$ cat src/rtl/key_conditioner_pkg.sv
// Shared defaults and sizing helper for the push-button conditioning front end.
// Optional auto-repeat is controlled by the KEY_AUTOREPEAT_EN macro in the consumers.
package key_cond_pkg;

    localparam int KEY_DEBOUNCE_DEFAULT = 8;
    localparam int KEY_REPEAT_DEFAULT   = 16;

    // Counter width for a modulus n; never narrower than one bit.
    function automatic int cnt_width(input int n);
        return ($clog2(n) < 1) ? 1 : $clog2(n);
    endfunction

endpackage

$ cat src/rtl/key_conditioner_if.sv
// Key bus between the raw board buttons and the conditioned outputs.
// master drives raw keys and observes results; slave is the conditioner.
interface key_conditioner_if #(
    parameter int NUM_KEYS = 4
);
    logic [NUM_KEYS-1:0] key_raw;
    logic [NUM_KEYS-1:0] key_level;
    logic [NUM_KEYS-1:0] key_press;
    logic                any_press;

    modport master (
        output key_raw,
        input  key_level,
        input  key_press,
        input  any_press
    );

    modport slave (
        input  key_raw,
        output key_level,
        output key_press,
        output any_press
    );
endinterface

$ cat src/rtl/key_debounce.sv
// One key: 2-flop synchroniser, debounce counter, press edge detect.
// With KEY_AUTOREPEAT_EN defined, a held key also pulses every REPEAT_PERIOD cycles.
module key_debounce
    import key_cond_pkg::*;
#(
    parameter int DEBOUNCE_CYCLES = KEY_DEBOUNCE_DEFAULT,
    parameter bit ACTIVE_LOW      = 1'b1
`ifdef KEY_AUTOREPEAT_EN
    ,
    parameter int REPEAT_PERIOD   = KEY_REPEAT_DEFAULT
`endif
) (
    input  logic clk,
    input  logic reset,
    input  logic key_raw,
    output logic key_level,
    output logic key_press
);
    localparam int             CNT_W    = cnt_width(DEBOUNCE_CYCLES);
    localparam logic [CNT_W-1:0] CNT_LAST = CNT_W'(DEBOUNCE_CYCLES - 1);

    logic             pressed;
    logic             s1_reg;
    logic             s2_reg;
    logic             stable_reg;
    logic             stable_next;
    logic             stable_d_reg;
    logic [CNT_W-1:0] cnt_reg;
    logic [CNT_W-1:0] cnt_next;
    logic             first_press;

    assign pressed = key_raw ^ ACTIVE_LOW;

    // Any sample agreeing with the accepted state restarts the count.
    always_comb begin
        cnt_next    = '0;
        stable_next = stable_reg;
        if (s2_reg != stable_reg) begin
            if (cnt_reg == CNT_LAST) begin
                stable_next = s2_reg;
            end else begin
                cnt_next = cnt_reg + 1'b1;
            end
        end
    end

    always_ff @(posedge clk) begin
        if (reset) begin
            s1_reg       <= 1'b0;
            s2_reg       <= 1'b0;
            stable_reg   <= 1'b0;
            stable_d_reg <= 1'b0;
            cnt_reg      <= '0;
        end else begin
            s1_reg       <= pressed;
            s2_reg       <= s1_reg;
            stable_reg   <= stable_next;
            stable_d_reg <= stable_reg;
            cnt_reg      <= cnt_next;
        end
    end

    assign first_press = stable_reg & ~stable_d_reg;
    assign key_level   = stable_reg;

`ifdef KEY_AUTOREPEAT_EN
    localparam int             RPT_W    = cnt_width(REPEAT_PERIOD);
    localparam logic [RPT_W-1:0] RPT_LAST = RPT_W'(REPEAT_PERIOD - 1);

    logic [RPT_W-1:0] rpt_reg;
    logic             repeat_hit;

    assign repeat_hit = stable_reg & (rpt_reg == RPT_LAST);

    always_ff @(posedge clk) begin
        if (reset || !stable_reg || first_press || repeat_hit) begin
            rpt_reg <= '0;
        end else begin
            rpt_reg <= rpt_reg + 1'b1;
        end
    end

    assign key_press = first_press | repeat_hit;
`else
    assign key_press = first_press;
`endif

endmodule

$ cat src/rtl/key_conditioner.sv
// Conditions NUM_KEYS raw push-buttons into debounced levels and press pulses.
// Optional auto-repeat is built only when KEY_AUTOREPEAT_EN is defined.
module key_conditioner
    import key_cond_pkg::*;
#(
    parameter int NUM_KEYS        = 4,
    parameter int DEBOUNCE_CYCLES = KEY_DEBOUNCE_DEFAULT,
    parameter bit ACTIVE_LOW      = 1'b1,
    parameter int REPEAT_PERIOD   = KEY_REPEAT_DEFAULT
) (
    input  logic             clk,
    input  logic             reset,
    key_conditioner_if.slave bus
);
    logic [NUM_KEYS-1:0] level_vec;
    logic [NUM_KEYS-1:0] press_vec;

    if (DEBOUNCE_CYCLES < 2 || REPEAT_PERIOD < 2) begin : g_param_check
        $error("key_conditioner: DEBOUNCE_CYCLES and REPEAT_PERIOD must be >= 2");
    end

    for (genvar gi = 0; gi < NUM_KEYS; gi++) begin : g_key
        key_debounce #(
            .DEBOUNCE_CYCLES (DEBOUNCE_CYCLES),
            .ACTIVE_LOW      (ACTIVE_LOW)
`ifdef KEY_AUTOREPEAT_EN
            ,
            .REPEAT_PERIOD   (REPEAT_PERIOD)
`endif
        ) u_key (
            .clk       (clk),
            .reset     (reset),
            .key_raw   (bus.key_raw[gi]),
            .key_level (level_vec[gi]),
            .key_press (press_vec[gi])
        );
    end

    assign bus.key_level = level_vec;
    assign bus.key_press = press_vec;
    assign bus.any_press = |press_vec;

endmodule

$ cat src/flat_wrapper.sv
// flat-port wrapper written by rule: the top's interface ports become plain ports
module key_conditioner_flat import key_cond_pkg::*;
#(
    parameter int NUM_KEYS        = 4,
    parameter int DEBOUNCE_CYCLES = KEY_DEBOUNCE_DEFAULT,
    parameter bit ACTIVE_LOW      = 1'b1,
    parameter int REPEAT_PERIOD   = KEY_REPEAT_DEFAULT
)
  (clk, reset, bus_key_raw, bus_key_level, bus_key_press, bus_any_press);
  key_conditioner_if #(.NUM_KEYS(NUM_KEYS)) bus_i ();
  input  logic clk;
  input  logic reset;
  input wire logic [$bits(bus_i.key_raw)-1:0] bus_key_raw;
  output wire logic [$bits(bus_i.key_level)-1:0] bus_key_level;
  output wire logic [$bits(bus_i.key_press)-1:0] bus_key_press;
  output wire logic [$bits(bus_i.any_press)-1:0] bus_any_press;
  assign bus_i.key_raw = bus_key_raw;
  assign bus_key_level = bus_i.key_level;
  assign bus_key_press = bus_i.key_press;
  assign bus_any_press = bus_i.any_press;
  key_conditioner #(.NUM_KEYS(NUM_KEYS), .DEBOUNCE_CYCLES(DEBOUNCE_CYCLES), .ACTIVE_LOW(ACTIVE_LOW), .REPEAT_PERIOD(REPEAT_PERIOD)) u_core (.clk(clk), .reset(reset), .bus(bus_i));
endmodule
$ cat config.mk
export PLATFORM = sky130hd
export DESIGN_NAME = key_conditioner_flat
export DESIGN_NICKNAME = d
export VERILOG_FILES = /design/src/rtl/key_conditioner_pkg.sv /design/src/rtl/key_conditioner_if.sv /design/src/rtl/key_debounce.sv /design/src/rtl/key_conditioner.sv /design/src/flat_wrapper.sv
export SDC_FILE = /design/constraint.sdc
export NUM_CORES = 1
export LEC_CHECK = 0
export CORE_ASPECT_RATIO = 0.6
export CORE_MARGIN = 4
export CORE_UTILIZATION = 46
export DETAILED_ROUTE_END_ITERATION = 10
export MAX_ROUTING_LAYER = met4
export PLACE_DENSITY_LB_ADDON = 0.25
export SLEW_MARGIN = 20
export SYNTH_ARGS = -nofsm -noshare
export SYNTH_HDL_FRONTEND = slang
export SYNTH_SLANG_ARGS = --single-unit
$ cat constraint.sdc
create_clock -name clk -period 1.4 [get_ports clk]
set_input_delay 0.42 -clock clk [delete_from_list [all_inputs] [get_ports clk]]
set_output_delay 0.42 -clock clk [all_outputs]
set_load 0.1 [all_outputs]
==> metrics.md <==
| Metric | Value |
|---|---|
| Max-Cap Viols | 0 |
| GRT Overall Usage | 11.72% |
| Synthesis-stage register bit count | 28 |
| Synthesis Warnings | 0 |
| Pre-antenna DRT Iters | 4 |
| H-tree depth | 1 |
| Ant diodes | 0 |
| Max reg flops | 12 |
| Failing checks | setup timing |
| Hold Buf Count CTS | 0 |
| Worst-path maximum fanout | 2 |
| Endpoints failing setup | 5 |
| Number of synthesized flops with an enable pin | 0 |
| Min-Delay Path Class | flip-flop to flip-flop |
| Layout cells sized above 1 | 30.77% |
| Pre-CTS WS | -0.1675 ns |
| Vias | 642 |
| Total CTS buffers | 3 |
| # DRC | 0 |
| Initial Util | 48.06% |
| Seq/Total Area, Yosys | 53.91% |
| Worst-path clk slew | 0.08 ns |
| Hold slack | 0.4329 ns |
| Clock sink total | 28 |
| Iter 0 DRT Violations | 19 |
| Worst Tran Pin Value | 0.2636 ns |
| Multi-input logic area | 419.2 um2 |
| Antenna-violating nets left | 0 |
| Die ar. | 3110 um2 |
| CTS max path bufs | 2 |
| Unrepaired setup endpoints after global routing | true |
| Vias in the first global route | 621 |
| Area grow syn2layout | 34.30% |
| Drt total wl | 1.595 mm |
| Worst slew margin | 82.18% |
| Cells after Synth | 88 |
| Fin crit share | 132.4% |
| Die Span X | 69.38 um |
| Top post-synthesis cells by count | 28 x dfxtp_1, 9 x nor2b_1 |
| Final setup skew | 0.003759 ns |
| Crit path launch type | flip-flop |
| Largest net degree at the start of global routing | 29 |
| Max Slew Vio Count | 0 |
| VDD IR max | 0.9320 mV |
| Most common cell in the netlist | dfxtp_1 |
| Area after DPL | 1314 um2 |
| Area leader, netlist | dfxtp_1 |
| Synth Cell Area | 1040 um2 |
| Final Power | 1.272 mW |
| Most common flop cell mapped by yosys | dfxtp_1 |
| First-pass GRT wire length | 2.622 mm |
| Net count after synthesis | 102 |
| CP Class | flip-flop to primary output |
| Height of the chip | 44.83 um |
| PD cells | 910.9 nW/um2 |
| TritonCTS clock tree | built |
| Slowest Stage Delay on Critical Path | 0.54 ns |
| Status | finished, violations left |
| Routed WL per cell | 11.90 um |
| CP Data Required Time | 0.98 ns |
| Main area contributors after synthesis | dfxtp_1 54%, ha_1 9.6%, nor4b_1 6.7% |
| Routability congestion estimate | 0.7322 |
| Setup WS post-layout | -0.4543 ns |
| Overflow after GRT | 0 |
| Final net count | 120 |
| Row count | 13 |
| Initial antenna violation count | 0 |
| FMAX | 539.3 MHz |
| Cell at the slowest stage of the critical path | or4_4 |
| Setup crit end kind | primary output |
| Leak Pwr | 0.5678 nW |
| Clk_lat worst skew | 0.26 ns |
| Post-route cell area | 1396 um2 |
| Yosys cell types | 13 |
| Register area | 565.5 um2 |
| Asr flop ratio synth | 0% |
| Critical Path, Cell by Cell | nor2b_4 > or4_4 > buf_12 |
| I/O pin count | 15 |
| I/O Buffers | 14 |
| Final-layout fill cell count | 170 |
| Core Footprint | 2163 um2 |
| Worst EP arrival | 1.43 ns |
| Area fraction of the dominant cell type after synthesis | 53.91% |
| Syn Area/Cell | 11.82 um2 |
| Hold Vio Cnt, Final | 0 |
| Root Buffer | clkbuf_8 |
| Fin crit period | 1.854 ns |
| Number of vias per cell | 4.791 |
## final timing paths
| kind | depth (start not counted) | start | endpoint | slack, ns |
|---|---|---|---|---|
| setup / recovery | 3 | u_core.g_key[0].u_key.key_level | bus_any_press | -0.45 |
| hold / removal | 1 | u_core.g_key[0].u_key.cnt_reg[0] | u_core.g_key[0].u_key.cnt_reg[0] | 0.43 |
| setup reg to reg | 3 | u_core.g_key[3].u_key.cnt_reg[0] | u_core.g_key[3].u_key.cnt_reg[2] | 0.23 |
| hold reg to reg | 1 | u_core.g_key[0].u_key.cnt_reg[0] | u_core.g_key[0].u_key.cnt_reg[0] | 0.43 |
## cells by family (layout without fill, tap and decap cells)
family,count (synthesis),in the layout,share of synthesized area (%)
buffers and inverters,11,27,7.220
flip-flops,28,28,53.91
XOR/XNOR,4,4,3.369
multiplexers,4,4,3.851
adder cells (fa/ha/maj),8,8,9.627
AND/OR/NAND/NOR,33,33,22.02
## repair_timing
item,CTS,global route
setup endpoints to repair,5,5
gates resized for setup,9,2
pin swaps,1,0
setup buffers,0,1
## critical path: cells and delay by family, from the launching register on
family / cells / cell delay (ns)
buffers and inverters: 1 / 0.18
flip-flops: 1 / 0.33
AND/OR/NAND/NOR: 2 / 0.66
## per-layer routing
layer  global-route usage [%]  vias up  wire length (um)  share of wire (%)
met5                        -        -                 0                  0
met4                    2.335        0                 8               0.50
met3                    5.556        2                78                4.9
met2                    21.59       11               851                 53
met1                    11.69      304               656                 41
li1                         -      325                 -                  -
## through the flow
step | util (%) | std cells | setup TNS [ns]
after floorplan | - | 88 | -0.1609
after global placement | 60.73 | 130 | -0.1634
after detailed placement | 60.73 | 130 | -0.5518
after CTS | 63.97 | 133 | -0.6700
after global routing | 64.55 | 134 | -0.9382
final | 64.55 | 134 | -0.6759
## area by class of cell
| type | count | share of cell area, % |
|---|---|---|
| well taps | 30 | 2.688 |
| repair buffers | 24 | 23.84 |
| clock buffers | 3 | 2.957 |
| flip-flops and latches | 28 | 40.50 |
| multi-input cells | 49 | 30.02 |
## power breakdown
part | switching, mW | total, mW | internal, mW
Combinational | 0.0208 | 0.0481 | 0.0273
Sequential | 0.00588 | 0.816 | 0.810
Clock | 0.216 | 0.408 | 0.192
Total | 0.243 | 1.27 | 1.03
## cell usage in the layout (no fill, tap or decap)
master / n
buf_12: 10
buf_4: 5
buf_6: 4
clkbuf_8: 3
clkdlybuf4s50_1: 5
dfxtp_1: 24
dfxtp_2: 4
ha_1: 8
mux2i_1: 4
nor2_1: 8
nor2b_1: 7
nor2b_2: 1
nor2b_4: 4
nor4_1: 4
nor4b_1: 8
or4_4: 1
xnor2_1: 4
No activity file was read; power rests on OpenSTA's default activity.
